[config.mk]
export PLATFORM = sky130hd
export DESIGN_NAME = centroid_calc_flat
export DESIGN_NICKNAME = d
export VERILOG_FILES = /design/src/rtl/centroid_calc_if.sv /design/src/rtl/centroid_calc.sv /design/src/flat_wrapper.sv
export SDC_FILE = /design/constraint.sdc
export NUM_CORES = 1
export LEC_CHECK = 0
export BUFFER_PORTS_ARGS = -buffer_cell sky130_fd_sc_hd__clkbuf_2
export CORE_ASPECT_RATIO = 0.7
export CORE_MARGIN = 2
export CORE_UTILIZATION = 31
export CTS_BUF_LIST = sky130_fd_sc_hd__clkbuf_4 sky130_fd_sc_hd__clkbuf_8 sky130_fd_sc_hd__clkbuf_16
export CTS_CLUSTER_SIZE = 30
export DETAILED_ROUTE_END_ITERATION = 8
export PLACE_DENSITY = 0.49
export SLEW_MARGIN = 40
export SYNTH_ARGS = -nofsm -noshare
export SYNTH_HDL_FRONTEND = slang
export SYNTH_SLANG_ARGS = --single-unit
[constraint.sdc]
create_clock -name clk_pix -period 8.2 [get_ports clk_pix]
set_input_delay 1.64 -clock clk_pix [delete_from_list [all_inputs] [get_ports clk_pix]]
set_output_delay 1.64 -clock clk_pix [all_outputs]
set_load 0.005 [all_outputs]
[src/rtl/centroid_calc_if.sv]
// Pixel-stream and centroid-result bundle between the binarised camera front end,
// the centroid calculator and the servo trackers.
interface centroid_calc_if #(
    parameter int CNT_W = 20
);
    logic             vs;
    logic             de;
    logic             pix_bin;
    logic [11:0]      cen_x;
    logic [11:0]      cen_y;
    logic             cen_valid;
    logic             found;
    logic [CNT_W-1:0] pix_cnt;
    logic             busy;

    modport master (
        output vs, de, pix_bin,
        input  cen_x, cen_y, cen_valid, found, pix_cnt, busy
    );

    modport slave (
        input  vs, de, pix_bin,
        output cen_x, cen_y, cen_valid, found, pix_cnt, busy
    );
endinterface

[src/rtl/centroid_calc.sv]
// Per-frame target centroid: accumulates coordinate sums of mask pixels, then
// divides by the pixel count with two bit-serial restoring dividers at frame end.
module centroid_calc #(
    parameter int H_ACT   = 640,
    parameter int V_ACT   = 480,
    parameter int SUM_W   = 32,
    parameter int CNT_W   = 20,
    parameter int MIN_PIX = 16
) (
    input logic            clk_pix,
    input logic            rst,
    centroid_calc_if.slave bus
);
    localparam int               K_W       = $clog2(SUM_W);
    localparam logic [11:0]      CRD_MAX   = 12'hFFF;
    localparam logic [11:0]      CEN_X_RST = 12'(H_ACT / 2);
    localparam logic [11:0]      CEN_Y_RST = 12'(V_ACT / 2);
    localparam logic [11:0]      H_LIM     = 12'(H_ACT);
    localparam logic [11:0]      V_LIM     = 12'(V_ACT);
    localparam logic [CNT_W-1:0] CNT_MAX   = {CNT_W{1'b1}};
    localparam logic [CNT_W-1:0] MIN_CNT   = CNT_W'(MIN_PIX);
    localparam logic [K_W-1:0]   K_LAST    = K_W'(SUM_W - 1);

    typedef enum logic [1:0] {
        ST_ACC = 2'd0,
        ST_DIV = 2'd1,
        ST_OUT = 2'd2
    } state_t;

    // One restoring-division step: returns {quotient_bit, new_remainder}.
    function automatic logic [SUM_W:0] div_step(
        input logic [SUM_W-1:0] rem,
        input logic             nbit,
        input logic [SUM_W:0]   den
    );
        logic [SUM_W:0] sh;
        logic [SUM_W:0] res;
        sh = {rem, nbit};
        if (sh >= den) begin
            res = {1'b1, SUM_W'(sh - den)};
        end else begin
            res = {1'b0, sh[SUM_W-1:0]};
        end
        return res;
    endfunction

    logic             de_d_r;
    logic             vs_d_r;
    logic [11:0]      x_cnt_r;
    logic [11:0]      y_cnt_r;
    logic [SUM_W-1:0] sum_x_r;
    logic [SUM_W-1:0] sum_y_r;
    logic [CNT_W-1:0] cnt_r;

    state_t           state_r;
    state_t           state_s;
    logic             snap_s;

    logic [K_W-1:0]   k_r;
    logic [SUM_W-1:0] num_x_r;
    logic [SUM_W-1:0] num_y_r;
    logic [SUM_W-1:0] rem_x_r;
    logic [SUM_W-1:0] rem_y_r;
    logic [11:0]      quo_x_r;
    logic [11:0]      quo_y_r;
    logic [CNT_W-1:0] den_r;
    logic [SUM_W:0]   den_ext_s;
    logic [SUM_W:0]   step_x_s;
    logic [SUM_W:0]   step_y_s;

    logic [11:0]      cen_x_r;
    logic [11:0]      cen_y_r;
    logic             cen_valid_r;
    logic             found_r;
    logic [CNT_W-1:0] pix_cnt_r;
    logic             busy_r;

    logic             line_end_s;
    logic             frame_end_s;
    logic             acc_en_s;

    assign line_end_s  = de_d_r & ~bus.de;
    assign frame_end_s = bus.vs & ~vs_d_r;
    assign acc_en_s    = bus.de & bus.pix_bin & (x_cnt_r < H_LIM) & (y_cnt_r < V_LIM);
    assign den_ext_s   = {{(SUM_W + 1 - CNT_W){1'b0}}, den_r};
    assign step_x_s    = div_step(rem_x_r, num_x_r[SUM_W-1], den_ext_s);
    assign step_y_s    = div_step(rem_y_r, num_y_r[SUM_W-1], den_ext_s);

    // Timing-edge detection registers.
    always_ff @(posedge clk_pix or negedge rst) begin
        if (!rst) begin
            de_d_r <= 1'b0;
            vs_d_r <= 1'b0;
        end else begin
            de_d_r <= bus.de;
            vs_d_r <= bus.vs;
        end
    end

    // Saturating pixel/line coordinate counters.
    always_ff @(posedge clk_pix or negedge rst) begin
        if (!rst) begin
            x_cnt_r <= 12'd0;
            y_cnt_r <= 12'd0;
        end else begin
            if (bus.de) begin
                if (x_cnt_r != CRD_MAX) begin
                    x_cnt_r <= x_cnt_r + 12'd1;
                end
            end else begin
                x_cnt_r <= 12'd0;
            end
            if (frame_end_s) begin
                y_cnt_r <= 12'd0;
            end else if (line_end_s && (y_cnt_r != CRD_MAX)) begin
                y_cnt_r <= y_cnt_r + 12'd1;
            end
        end
    end

    // Target-pixel accumulators; frame end wipes them even when the result is dropped.
    always_ff @(posedge clk_pix or negedge rst) begin
        if (!rst) begin
            sum_x_r <= {SUM_W{1'b0}};
            sum_y_r <= {SUM_W{1'b0}};
            cnt_r   <= {CNT_W{1'b0}};
        end else if (frame_end_s) begin
            sum_x_r <= {SUM_W{1'b0}};
            sum_y_r <= {SUM_W{1'b0}};
            cnt_r   <= {CNT_W{1'b0}};
        end else if (acc_en_s) begin
            sum_x_r <= sum_x_r + SUM_W'(x_cnt_r);
            sum_y_r <= sum_y_r + SUM_W'(y_cnt_r);
            if (cnt_r != CNT_MAX) begin
                cnt_r <= cnt_r + CNT_W'(1);
            end
        end
    end

    // FSM state register.
    always_ff @(posedge clk_pix or negedge rst) begin
        if (!rst) begin
            state_r <= ST_ACC;
        end else begin
            state_r <= state_s;
        end
    end

    // FSM next-state and snapshot strobe.
    always_comb begin
        state_s = state_r;
        snap_s  = 1'b0;
        case (state_r)
            ST_ACC: begin
                if (frame_end_s) begin
                    state_s = ST_DIV;
                    snap_s  = 1'b1;
                end else begin
                    state_s = ST_ACC;
                end
            end
            ST_DIV: begin
                if (k_r == {K_W{1'b0}}) begin
                    state_s = ST_OUT;
                end else begin
                    state_s = ST_DIV;
                end
            end
            ST_OUT:  state_s = ST_ACC;
            default: state_s = ST_ACC;
        endcase
    end

    // Dual restoring divider, one quotient bit per cycle, MSB first.
    always_ff @(posedge clk_pix or negedge rst) begin
        if (!rst) begin
            k_r     <= {K_W{1'b0}};
            num_x_r <= {SUM_W{1'b0}};
            num_y_r <= {SUM_W{1'b0}};
            rem_x_r <= {SUM_W{1'b0}};
            rem_y_r <= {SUM_W{1'b0}};
            quo_x_r <= 12'd0;
            quo_y_r <= 12'd0;
            den_r   <= {CNT_W{1'b0}};
        end else if (snap_s) begin
            k_r     <= K_LAST;
            num_x_r <= sum_x_r;
            num_y_r <= sum_y_r;
            rem_x_r <= {SUM_W{1'b0}};
            rem_y_r <= {SUM_W{1'b0}};
            quo_x_r <= 12'd0;
            quo_y_r <= 12'd0;
            den_r   <= cnt_r;
        end else if (state_r == ST_DIV) begin
            // The centroid lies inside the active area, so the quotient fits 12 bits.
            num_x_r <= {num_x_r[SUM_W-2:0], 1'b0};
            num_y_r <= {num_y_r[SUM_W-2:0], 1'b0};
            rem_x_r <= step_x_s[SUM_W-1:0];
            rem_y_r <= step_y_s[SUM_W-1:0];
            quo_x_r <= {quo_x_r[10:0], step_x_s[SUM_W]};
            quo_y_r <= {quo_y_r[10:0], step_y_s[SUM_W]};
            if (k_r != {K_W{1'b0}}) begin
                k_r <= k_r - K_W'(1);
            end
        end
    end

    // Result registers; a too-small target reports the centre to park the servos.
    always_ff @(posedge clk_pix or negedge rst) begin
        if (!rst) begin
            cen_x_r     <= CEN_X_RST;
            cen_y_r     <= CEN_Y_RST;
            cen_valid_r <= 1'b0;
            found_r     <= 1'b0;
            pix_cnt_r   <= {CNT_W{1'b0}};
            busy_r      <= 1'b0;
        end else begin
            cen_valid_r <= 1'b0;
            if (state_r == ST_OUT) begin
                cen_valid_r <= 1'b1;
                busy_r      <= 1'b0;
                pix_cnt_r   <= den_r;
                if (den_r >= MIN_CNT) begin
                    found_r <= 1'b1;
                    cen_x_r <= quo_x_r;
                    cen_y_r <= quo_y_r;
                end else begin
                    found_r <= 1'b0;
                    cen_x_r <= CEN_X_RST;
                    cen_y_r <= CEN_Y_RST;
                end
            end else if (snap_s) begin
                busy_r <= 1'b1;
            end
        end
    end

    assign bus.cen_x     = cen_x_r;
    assign bus.cen_y     = cen_y_r;
    assign bus.cen_valid = cen_valid_r;
    assign bus.found     = found_r;
    assign bus.pix_cnt   = pix_cnt_r;
    assign bus.busy      = busy_r;
endmodule

[src/flat_wrapper.sv]
// flat-port wrapper written by rule: the top's interface ports become plain ports
module centroid_calc_flat 
#(
    parameter int H_ACT   = 640,
    parameter int V_ACT   = 480,
    parameter int SUM_W   = 32,
    parameter int CNT_W   = 20,
    parameter int MIN_PIX = 16
)
  (clk_pix, rst, bus_vs, bus_de, bus_pix_bin, bus_cen_x, bus_cen_y, bus_cen_valid, bus_found, bus_pix_cnt, bus_busy);
  centroid_calc_if #(.CNT_W(CNT_W)) bus_i ();
  input logic clk_pix;
  input logic rst;
  input wire logic [$bits(bus_i.vs)-1:0] bus_vs;
  input wire logic [$bits(bus_i.de)-1:0] bus_de;
  input wire logic [$bits(bus_i.pix_bin)-1:0] bus_pix_bin;
  output wire logic [$bits(bus_i.cen_x)-1:0] bus_cen_x;
  output wire logic [$bits(bus_i.cen_y)-1:0] bus_cen_y;
  output wire logic [$bits(bus_i.cen_valid)-1:0] bus_cen_valid;
  output wire logic [$bits(bus_i.found)-1:0] bus_found;
  output wire logic [$bits(bus_i.pix_cnt)-1:0] bus_pix_cnt;
  output wire logic [$bits(bus_i.busy)-1:0] bus_busy;
  assign bus_i.vs = bus_vs;
  assign bus_i.de = bus_de;
  assign bus_i.pix_bin = bus_pix_bin;
  assign bus_cen_x = bus_i.cen_x;
  assign bus_cen_y = bus_i.cen_y;
  assign bus_cen_valid = bus_i.cen_valid;
  assign bus_found = bus_i.found;
  assign bus_pix_cnt = bus_i.pix_cnt;
  assign bus_busy = bus_i.busy;
  centroid_calc #(.H_ACT(H_ACT), .V_ACT(V_ACT), .SUM_W(SUM_W), .CNT_W(CNT_W), .MIN_PIX(MIN_PIX)) u_core (.clk_pix(clk_pix), .rst(rst), .bus(bus_i));
endmodule
# --- After elaboration in Yosys (flattened, before gate mapping) ---
# Cells that the tools add are included.
word_totals:
  register_bits: 336
  in_bits: 5
  wordCells: 99
  out_inout_bits: 47
op_classes:
  reduce_logical: 12
  addsub: 8
  mux: 39
  eq_ne: 6
  bitwise_logic: 7
  order_cmp: 5
ops:
  columns: ["operator", "count"]
  rows:
  - ["$mux W32", 12]
  - ["$mux W12", 10]
  - ["$ge A33 B20 Y1", 2]
  - ["$mux W33", 2]
  - ["$add A32 B12 Y32", 2]
  - ["$sub A32 B20 Y32", 2]
  - ["$mux W20", 3]
  - ["$add A12 B1 Y12 const B", 2]
  - ["$ne A12 B12 Y1 const B", 2]
  - ["$add A20 B1 Y20 const B", 1]
  - ["$ge A20 B5 Y1 const B", 1]
  - ["$ne A20 B20 Y1 const B", 1]
  - ["$mux W5", 3]
  - ["$lt A12 B10 Y1 const B", 1]
  - ["$lt A12 B9 Y1 const B", 1]
  - ["$reduce_bool A2 Y1", 6]
  - ["$mux W1", 7]
  - ["$and A1 B1 Y1", 5]
  - ["$logic_not A5 Y1", 1]
  - ["$reduce_bool A5 Y1", 1]
  - ["$sub A5 B1 Y5 const B", 1]
  - ["$pmux W2 S2", 1]
  - ["$reduce_and A2 Y1", 2]
  - ["$eq A2 B1 Y1 const B", 1]
  - ["other kinds (6)", 7]

# --- Depth between registers and ports, before layout ---
logic_depth:
  word_depth: 6
  ltp_mapped: 13
  depth_no_buf: 12

# --- Least setup slack after synthesis ---
# OpenSTA, ideal clock, no wires.
synth_path:
  kind: "input port to flip-flop"
  from: "input bus_pix_bin"
  to: "register u_core.sum_x_r[31]"
  path_buffers: 1
  arrival_ps: 3329
  setup_ps: 132
  cell_stages: 8
  setup_slack_ps: 4739
  path_cell_list: "nor4b_2 o2111a_1 buf_4 nand2_2 a211oi_2 or3b_1 xor2_1 nor2_1"
synth_between:
  elab_chain_len: 4
synth_lines:
  columns: ["item", "line_no", "rtl"]
  rows:
  - ["start: declaration", "flat_wrapper.sv:16", "input wire logic [$bits(bus_i.pix_bin)-1:0] bus_pix_bin;"]
  - ["$and A1 B1 Y1 (3 in a row)", "centroid_calc.sv:84", "assign acc_en_s = bus.de & bus.pix_bin & (x_cnt_r < H_LIM) & (y_cnt_r < V_LIM);"]
  - ["$reduce_bool A2 Y1 (no source line)", null, null]
  - ["end signal: assignment", "centroid_calc.sv:124", "sum_x_r <= {SUM_W{1'b0}};"]
  - ["end signal: assignment", "centroid_calc.sv:128", "sum_x_r <= {SUM_W{1'b0}};"]
  - ["end signal: assignment", "centroid_calc.sv:132", "sum_x_r <= sum_x_r + SUM_W'(x_cnt_r);"]
  - ["end: declaration", "centroid_calc.sv:51", "logic [SUM_W-1:0] sum_x_r;"]
# Every way passes these cells.
# A chain may end at the register's enable or synchronous reset.

# --- Worst setup path in the final report ---
layout_path:
  from: "input bus_de"
  to: "register u_core.sum_x_r[31]"
layout_between:
  elab_chain_len: 4
layout_lines:
  columns: ["item", "line_no", "rtl"]
  rows:
  - ["start: declaration", "flat_wrapper.sv:15", "input wire logic [$bits(bus_i.de)-1:0] bus_de;"]
  - ["$and A1 B1 Y1 (3 in a row)", "centroid_calc.sv:84", null]
  - ["$reduce_bool A2 Y1 (no source line)", null, null]
# Every way passes these cells.

==> results.json <==
{
  "wl_per_cell_um": 17.6,
  "ys_types": 81,
  "p_sw_mw": 3.06,
  "antenna_found_initial": 0,
  "synth_common_cells": "dfrtp_1, nand2_1, nor2_1",
  "core_um2": 57000,
  "wirelength_um": 47300,
  "power_leakage_nw": 8.54,
  "p_int_mw": 4.61,
  "grt_first_pass_wirelength_um": 77800,
  "netlist.area_leader.share_pct": 46.0,
  "yosys_warnings": 0,
  "critPathKind": "primary input to flip-flop",
  "setup_violations": 0,
  "whs_path_depth": 2,
  "crit_required_ps": 8600,
  "ant_nets": 0,
  "finalNetCount": 1990,
  "numPortBuffers": 51,
  "fin_worst_skew_ps": 31.5,
  "synth_flop_cell": "dfrtp_1",
  "dr.pass1.iters": 5,
  "fin_crit_ps": 3750,
  "vias_per_cell": 5.27,
  "syn2layout_area_growth_pct": 14.3,
  "final.setup.tns_ps": 0,
  "gp_congestion": 0.825,
  "post_cts_resized": 0,
  "arrival_ps": 4160,
  "hpwl_um": 31600,
  "tightest_slew_ps": 793,
  "synth_edf_count": 0,
  "syn_area_per_cell_um2": 9.46,
  "htree_levels": 2,
  "fin_crit_sh_pct": 45.7,
  "n_fill_cell": 5740,
  "p_per_area_nw_per_um2": 374,
  "yosys-top-cells-area": "dfrtp_1, a22oi_1, ha_1",
  "clock-sinks": 336,
  "drc": 0,
  "vias": 14189,
  "max_freq_mhz": 267,
  "start_kind": "primary input",
  "instances_no_fill": 2690,
  "ys_async_sr_fraction_pct": 100,
  "drive_gt1_share_pct": 10.2,
  "start_util_pct": 31.5,
  "synthesis.nets": 1973,
  "vdd_drop_max_mv": 0.165,
  "crit_fanout": 25,
  "grtUsageTotal_pct": 16.0,
  "worst_setup_path_end_kind": "flip-flop",
  "hold_slack_ps": 483,
  "hold_path_end": "u_core.bus.pix_cnt[7]$_DFFE_PN0P_",
  "hold_viol_final": 0,
  "num_antenna_cells": 0,
  "syn_inst": 1895,
  "die_x_um": 291,
  "drt_iter0_markers": 943,
  "seq_power_share_pct": 32.4,
  "total_power_mw": 7.67,
  "cts_tree": "yes",
  "outcome": "finished clean",
  "hold_start": "u_core.bus.pix_cnt[7]$_DFFE_PN0P_",
  "place_inst": 2619,
  "worst_r2r_path_depth": 11,
  "rows": 73,
  "maxSlewHeadroom_pct": 47.0,
  "r2r_start": "u_core.den_r[17]$_DFFE_PN0P_",
  "rrSetupSlack_ps": 4760,
  "clkSlewWorstSetupHoldPaths_ps": 60,
  "p_clk_share_pct": 24.3,
  "dieArea_um2": 59800,
  "yosysMostFrequentCell": "dfrtp_1",
  "ios": 52,
  "r2r-end": "u_core.rem_y_r[27]$_DFFE_PN0P_",
  "synth_area_leader_cell": "dfrtp_1",
  "cts_buffers": 40,
  "grt_pass1_vias": 13727,
  "maxSlewViolCount": 0,
  "cts_root_buffer": "clkbuf_16",
  "ys_seq_elements": 336,
  "grt_overflow": 0,
  "swShare_pct": 39.9,
  "grt_max_degree": 91,
  "drv_cap": 0,
  "min_path_type": "flip-flop to flip-flop",
  "clk_latency_ps": 570,
  "fin_util_pct": 36.0,
  "comb_power_share_pct": 43.3,
  "rsz0062_at_grt": "false",
  "postCtsSetupRepairBufs": 0,
  "synth_seq_area_share_pct": 46.9,
  "die-height_um": 205,
  "cts_hold_buf": 0,
  "syn_area_um2": 17900,
  "clockBufferDepth": 3
}
## state kept, by name, summed over array words and instances (netlist names), 2 cells and up
name,count
u_core.bus.pix_cnt,20
u_core.cnt_r,20
u_core.x_cnt_r,12
u_core.num_x_r,32
u_core.sum_y_r,32
u_core.rem_y_r,32
u_core.sum_x_r,32
u_core.quo_x_r,12
u_core.k_r,5
u_core.state_r,2
u_core.quo_y_r,12
u_core.bus.cen_y,12
u_core.bus.cen_x,12
u_core.rem_x_r,32
u_core.num_y_r,32
u_core.y_cnt_r,12
u_core.den_r,20
## layout make-up
type / count / area (um^2) / share of cell area [%]
Clock buffer: 58 / 1220 / 5.96
Sequential cell: 336 / 8420 / 41.1
Clock inverter: 12 / 158 / 0.769
Timing Repair Buffer: 76 / 567 / 2.76
Tap cell: 750 / 938 / 4.58
Inverter: 60 / 225 / 1.10
Multi-Input combinational cell: 1398 / 8970 / 43.8
## cell usage in the layout, fill, tap and decap left out, types with 8 or more instances in the layout
cell type  count
nand3_1       45
nand2_1      212
a22oi_1      123
xor2_1        56
a211oi_1      12
or3_1         24
dfrtp_1      328
clkbuf_16     42
clkbuf_4       8
xnor2_1       86
nor2_1       155
and2_1         8
nor2b_1       15
buf_4         16
a32oi_1       10
ha_1          69
a22o_1        57
a21oi_1       94
clkbuf_2      50
nor4_1        18
nand4_1       16
o21ai_1       59
a21o_1        15
and3_1        12
o21ai_0      138
nor3_1        32
inv_1         57
clkbuf_8       8
nand2b_1       8
## critical path: stages
cell	delay (ps)
clkbuf_2	140
inv_2	110
nor3_2	220
o2111a_1	200
buf_4	280
nand2_2	210
a211oi_2	710
or3b_1	420
xor2_1	150
nor2_1	50
## kinds of logic (layout without fill, tap and decap cells)
| logic type | Yosys count | after routing | share of synthesized area [%] |
|---|---|---|---|
| mux | 3 | 3 | 0.167 |
| buf+inv | 161 | 206 | 3.48 |
| flops | 336 | 336 | 46.9 |
| compound gates | 582 | 582 | 21.3 |
| simple gates | 598 | 598 | 15.9 |
| xor+xnor | 142 | 142 | 6.94 |
| fa+ha+maj | 73 | 73 | 5.26 |
## power groups by stage
stage	logic (mW)	registers [mW]	clock network, mW
after global placement	3.22	2.50	0
after floorplan	2.55	2.38	0
final	3.32	2.49	1.86
after global routing	3.74	2.55	1.99
after detailed placement	3.30	2.51	0
after CTS	3.32	2.48	1.93
## metal layers
| layer | GRT usage (%) | share of wire, % | vias up |
|---|---|---|---|
| li1 | - | - | 6873 |
| met1 | 24.9 | 54 | 7014 |
| met2 | 22.9 | 40 | 255 |
| met3 | 2.67 | 4.2 | 47 |
| met4 | 3.77 | 1.6 | 0 |
| met5 | 0 | 0 | - |
## worst max path at each step
stage / from / end / slack, ps / cells past startpoint
2_1_floorplan: bus_pix_bin / u_core.sum_x_r[31]$_DFFE_PN0P_ / 4740 / 8
3_3_place_gp: bus_de / u_core.sum_x_r[31]$_DFFE_PN0P_ / 3960 / 10
3_5_place_dp: bus_de / u_core.sum_x_r[31]$_DFFE_PN0P_ / 3910 / 10
4_1_cts: bus_de / u_core.sum_x_r[31]$_DFFE_PN0P_ / 4490 / 10
5_1_grt: bus_de / u_core.sum_x_r[31]$_DFFE_PN0P_ / 4250 / 10
6_report: bus_de / u_core.sum_x_r[31]$_DFFE_PN0P_ / 4450 / 10
## metrics by stage
| stage | cell area, um^2 | worst slack, ps |
|---|---|---|
| 3_3_place_gp | 18900 | 3960 |
| 2_1_floorplan | 17900 | 4740 |
| 6_report | 20500 | 4450 |
| 4_1_cts | 20500 | 4490 |
| 5_1_grt | 20500 | 4250 |
| 3_5_place_dp | 19100 | 3910 |
Note: power is estimated with default switching activity, not from simulation.
